===== config.mk =====
export PLATFORM = sky130hd
export DESIGN_NAME = ascon_perm_iter
export DESIGN_NICKNAME = d
export VERILOG_FILES = /design/src/rtl/ascon_perm_iter.sv
export SDC_FILE = /design/constraint.sdc
export NUM_CORES = 2
export LEC_CHECK = 0
export ABC_AREA = 0
export BUFFER_PORTS_ARGS = -buffer_cell sky130_fd_sc_hd__buf_2
export CORE_AREA = 2 2 254 256
export CTS_CLUSTER_SIZE = 12
export DETAILED_ROUTE_END_ITERATION = 6
export DIE_AREA = 0 0 256 258
export HOLD_SLACK_MARGIN = 0.05
export PLACE_DENSITY_LB_ADDON = 0.12
export SKIP_CTS_REPAIR_TIMING = 1
export SYNTH_ARGS = -nofsm -noshare
export SYNTH_HDL_FRONTEND = slang
export SYNTH_SLANG_ARGS = --single-unit
export TNS_END_PERCENT = 10

===== constraint.sdc =====
create_clock -name clk -period 2.74 [get_ports clk]
set_input_delay 0.137 -clock clk [delete_from_list [all_inputs] [get_ports clk]]
set_output_delay 0.137 -clock clk [all_outputs]
set_load 0.02 [all_outputs]

===== src/rtl/ascon_perm_iter.sv =====
// ascon_perm_iter: iterative ASCON-p core, UNROLL rounds per clock.
// Define ASCON_PERM_ZEROIZE_EN to clear the state once a result is taken.
module ascon_perm_iter #(
  parameter int UNROLL     = 1,
  parameter int MAX_ROUNDS = 12
) (
  input  logic         clk,
  input  logic         reset,
  input  logic         in_valid,
  output logic         in_ready,
  input  logic [319:0] state_in,
  input  logic [3:0]   rounds_in,
  output logic         out_valid,
  input  logic         out_ready,
  output logic [319:0] state_out,
  output logic         busy
);

  typedef enum logic [1:0] {
    IDLE = 2'd0,
    RUN  = 2'd1,
    HOLD = 2'd2
  } fsm_t;

  if (!(UNROLL == 1 || UNROLL == 2 || UNROLL == 3 ||
        UNROLL == 4 || UNROLL == 6)) begin : g_bad_unroll
    $error("ascon_perm_iter: UNROLL must be 1,2,3,4 or 6");
  end

  if (MAX_ROUNDS != 12) begin : g_bad_rounds
    $error("ascon_perm_iter: MAX_ROUNDS must be 12");
  end

  localparam logic [3:0] LAST = 4'(MAX_ROUNDS);
  localparam logic [3:0] STEP = 4'(UNROLL);

  fsm_t         fsm, fsm_n;
  logic [319:0] x, x_n;
  logic [3:0]   rnd_cnt, rnd_cnt_n;
  logic [3:0]   rounds_sat;
  logic [3:0]   left, step;
  logic [319:0] run_state;
  logic         accept;

  function automatic logic [63:0] ror(
    input logic [63:0] v,
    input int          n
  );
    return (v >> n) | (v << (64 - n));
  endfunction

  function automatic logic [319:0] ascon_round(
    input logic [319:0] s,
    input logic [3:0]   j
  );
    logic [63:0] a0, a1, a2, a3, a4;
    logic [63:0] t0, t1, t2, t3, t4;
    logic [3:0]  jc;
    a0 = s[319:256];
    a1 = s[255:192];
    a2 = s[191:128];
    a3 = s[127:64];
    a4 = s[63:0];
    jc = 4'hF - j;
    a2 = a2 ^ {56'd0, jc, j};
    // bitsliced 5-bit S-box
    a0 = a0 ^ a4;
    a4 = a4 ^ a3;
    a2 = a2 ^ a1;
    t0 = ~a0 & a1;
    t1 = ~a1 & a2;
    t2 = ~a2 & a3;
    t3 = ~a3 & a4;
    t4 = ~a4 & a0;
    a0 = a0 ^ t1;
    a1 = a1 ^ t2;
    a2 = a2 ^ t3;
    a3 = a3 ^ t4;
    a4 = a4 ^ t0;
    a1 = a1 ^ a0;
    a0 = a0 ^ a4;
    a3 = a3 ^ a2;
    a2 = ~a2;
    a0 = a0 ^ ror(a0, 19) ^ ror(a0, 28);
    a1 = a1 ^ ror(a1, 61) ^ ror(a1, 39);
    a2 = a2 ^ ror(a2, 1)  ^ ror(a2, 6);
    a3 = a3 ^ ror(a3, 10) ^ ror(a3, 17);
    a4 = a4 ^ ror(a4, 7)  ^ ror(a4, 41);
    return {a0, a1, a2, a3, a4};
  endfunction

  assign rounds_sat = (rounds_in > LAST) ? LAST : rounds_in;
  assign left       = LAST - rnd_cnt;
  assign step       = (left < STEP) ? left : STEP;

  // stages whose round index runs past the last round pass through
  always_comb begin
    logic [319:0] s;
    logic [4:0]   j;
    s = x;
    j = '0;
    for (int k = 0; k < UNROLL; k++) begin
      j = {1'b0, rnd_cnt} + 5'(k);
      if (j < {1'b0, LAST})
        s = ascon_round(s, j[3:0]);
    end
    run_state = s;
  end

  always_ff @(posedge clk) begin
    if (reset) begin
      fsm     <= IDLE;
      x       <= '0;
      rnd_cnt <= '0;
    end else begin
      fsm     <= fsm_n;
      x       <= x_n;
      rnd_cnt <= rnd_cnt_n;
    end
  end

  always_comb begin
    fsm_n     = fsm;
    x_n       = x;
    rnd_cnt_n = rnd_cnt;
    in_ready  = 1'b0;
    unique case (fsm)
      IDLE:    in_ready = 1'b1;
      HOLD:    in_ready = out_ready;
      default: in_ready = 1'b0;
    endcase
    accept = in_valid & in_ready;
    if (accept) begin
      x_n       = state_in;
      rnd_cnt_n = LAST - rounds_sat;
      fsm_n     = (rounds_sat == 4'd0) ? HOLD : RUN;
    end else begin
      unique case (fsm)
        RUN: begin
          x_n       = run_state;
          rnd_cnt_n = rnd_cnt + step;
          if (rnd_cnt + step == LAST)
            fsm_n = HOLD;
        end
        HOLD: begin
          if (out_ready) begin
            fsm_n = IDLE;
`ifdef ASCON_PERM_ZEROIZE_EN
            x_n = '0;
`endif
          end
        end
        default: ;
      endcase
    end
  end

  assign out_valid = (fsm == HOLD);
  assign busy      = (fsm == RUN);
  assign state_out = x;

endmodule


==> results.sh <==
export IMPL_status="finished, violations left"
export IMPL_fin_worst_skew_ns=0.0125
export IMPL_worst_slack_ns=0.0244
export IMPL_reg2reg_depth=7
export IMPL_final_layout_size_suffix_gt1_frac=0.269
export IMPL_antenna_found_initial=10
export IMPL_yosysWarnings=0
export IMPL_clockBufferDepth=3
export IMPL_crit_type="flop to flop"
export IMPL_syn_area_per_cell_um2=8.56
export IMPL_ys_ff_latch=326
export IMPL_fp_row_count=93
export IMPL_insertion_delay_ns=0.60
export IMPL_drv_slew=0
export IMPL_io_buffers=650
export IMPL_track_usage=0.473
export IMPL_die_area_mm2=0.0660
export IMPL_arrival_ns=3.16
export IMPL_r2r_setup_slack_ns=0.02
export IMPL_maxCapViolCount=0
export IMPL_viasPerCell=5.94
export IMPL_antenna_left=0
export IMPL_final_nets=5175
export IMPL_fp_dieW_um=256
export IMPL_pre_cts_ws_ns=-0.109
export IMPL_ios=651
export IMPL_clkSinkCount=326
export IMPL_initial_core_util=0.475
export IMPL_htreeDepth=2
export IMPL_grt_ovfl_total=0
export IMPL_yosysSeqAreaShare=0.216
export IMPL_rsz0062_at_grt="yes"
export IMPL_gp_congestion=1.11
export IMPL_dr_first_iter_drc_count=4326
export IMPL_worstPathMaxFanout=4
export IMPL_syn_num_nets=3998
export IMPL_worst_pin_slew_ns=0.948
export IMPL_finalCritPeriodShare=0.991
export IMPL_crit_path_end_kind="flop"
export IMPL_final_cell_mix="buf_2, xnor2_1, buf_4, dfxtp_1, dlygate4sd3_1"
export IMPL_slew_headroom=0.364
export IMPL_synth_edff_count=0
export IMPL_drc_errors=9
export IMPL_setup_viol=0
export IMPL_r2r_end="state_out[218]"
export IMPL_start_kind="flop"
export IMPL_critPathLaunch="state_out[215]"
export IMPL_finalHoldViolCount=1
export IMPL_whs_ns=-0.0319
export IMPL_grt_max_degree=127
export IMPL_clock_fmax_ghz=0.368
export IMPL_vias=33300
export IMPL_core_mm2=0.0636
export IMPL_async_reset_ff_frac=0
export IMPL_violations="DRC, hold timing"
export IMPL_dpl_hpwl_um=134000
export IMPL_netlist_instances=3535
export IMPL_fin_crit_ns=2.72
export IMPL_area_growth_synth_to_final_pct=37.1
export IMPL_crit_end="state_out[218]"
export IMPL_final_common_cell="buf_2"
export IMPL_grt_first_pass_wirelength_um=222000
export IMPL_cp_required_ns=3.19
export IMPL_avgRoutedWirePerCell_um=29.8
export IMPL_ctsRootBufferMaster="clkbuf_16"
export IMPL_clk_pin_slew_ns=0.07
export IMPL_fp_dieH_um=258
export IMPL_syn_area_mm2=0.0303
export IMPL_wirelength_um=167000
export IMPL_design_area_mm2=0.0415
export IMPL_holdCritPathClass="primary input to flop"
export IMPL_reg2reg_from="state_out[215]"
export IMPL_grt_pass1_vias=29400
export IMPL_numCtsBuffers=43
export IMPL_ys_types=43
export IMPL_synthFlopType="dfxtp_1"
export IMPL_place_area_mm2=0.0371
export IMPL_tritoncts="built"
export IMPL_dr_pass1_iters=7
-- stage by stage --
step	util	std cells	TNS (ns)	hold WS (ns)
finish	0.652	5607	0	-0.0319
global route	0.651	5599	-0.0159	0.0525
CTS	0.604	5304	-0.120	-0.248
detailed placement	0.582	5227	-0.109	0.370
global placement	0.582	5227	-0.0869	0.363
floorplan	-	3535	0	0.276
-- logic make-up after synthesis --
logic type	count (synthesis)	share of synthesized area
XOR/XNOR	1025	0.387
AND/OR/NAND/NOR	853	0.124
AO/OA/AOI/OAI	732	0.145
buffers and inverters	395	0.0501
flip-flops	326	0.216
adder cells (fa/ha/maj)	199	0.0774
multiplexers	5	0.00165
-- synth_stat cells (all sizes together) (2+ instances only) --
library cell	n	area (µm²)
xnor3	113	2540
xor2	259	2550
ha	135	1690
nand3	80	400
a211oi	117	878
nor4	45	282
clkbuf	157	589
and2	2	12.5
or3	79	494
a31oi	47	294
buf	39	179
xnor2	653	6620
nor2	287	1080
nor3	68	340
nand3b	2	15.0
nand2b	3	18.8
inv	198	743
o22ai	19	119
o21ai	223	1120
a21o	3	22.5
a21oi	240	1200
a41oi	79	707
mux2i	5	50.1
maj3	64	652
nand2	286	1090
dfxtp	326	6530
-- worst min path at each step --
| stage | startpoint | to | cells after the start |
|---|---|---|---|
| 6_report | state_in[297] | state_out[297] | 3 |
| 5_1_grt | state_in[278] | state_out[278] | 3 |
| 4_1_cts | state_in[163] | state_out[163] | 3 |
| 3_3_place_gp | state_in[185] | state_out[185] | 3 |
| 3_5_place_dp | state_in[136] | state_out[136] | 3 |
| 2_1_floorplan | state_in[203] | state_out[203] | 2 |
-- state kept, by name, summed over array words and instances, names as in the netlist --
name,flops
fsm,2
rnd_cnt,4
state_out,320
-- layout make-up --
class | count | area, µm²
repair buffers | 1328 | 9440
inverters | 199 | 748
fillers | 5528 | 22200
clock inverters | 9 | 70.1
diodes | 8 | 20.0
clock buffers | 68 | 1330
flip-flops and latches | 326 | 6530
well taps | 855 | 1070
multi-input cells | 2814 | 22300
-- worst max-delay path, cell delays in order, from the launching register on --
cell     delay [ns]
dfxtp_1        0.40
inv_1          0.10
ha_1           0.23
xnor2_1        0.17
xnor2_2        0.43
xor2_1         0.36
xnor2_2        0.72
o22ai_1        0.14
-- routing by layer --
metal / track usage / vias to the layer above / wire length (µm)
li1: - / 14400 / -
met1: 0.595 / 15900 / 62200
met2: 0.723 / 2375 / 71600
met3: 0.115 / 625 / 19000
met4: 0.314 / 12 / 14000
met5: 0.00427 / - / 104
Power is left out: the tool's default activity adds up to more than one toggle a clock period on the data nets, which glitch-free logic cannot reach.
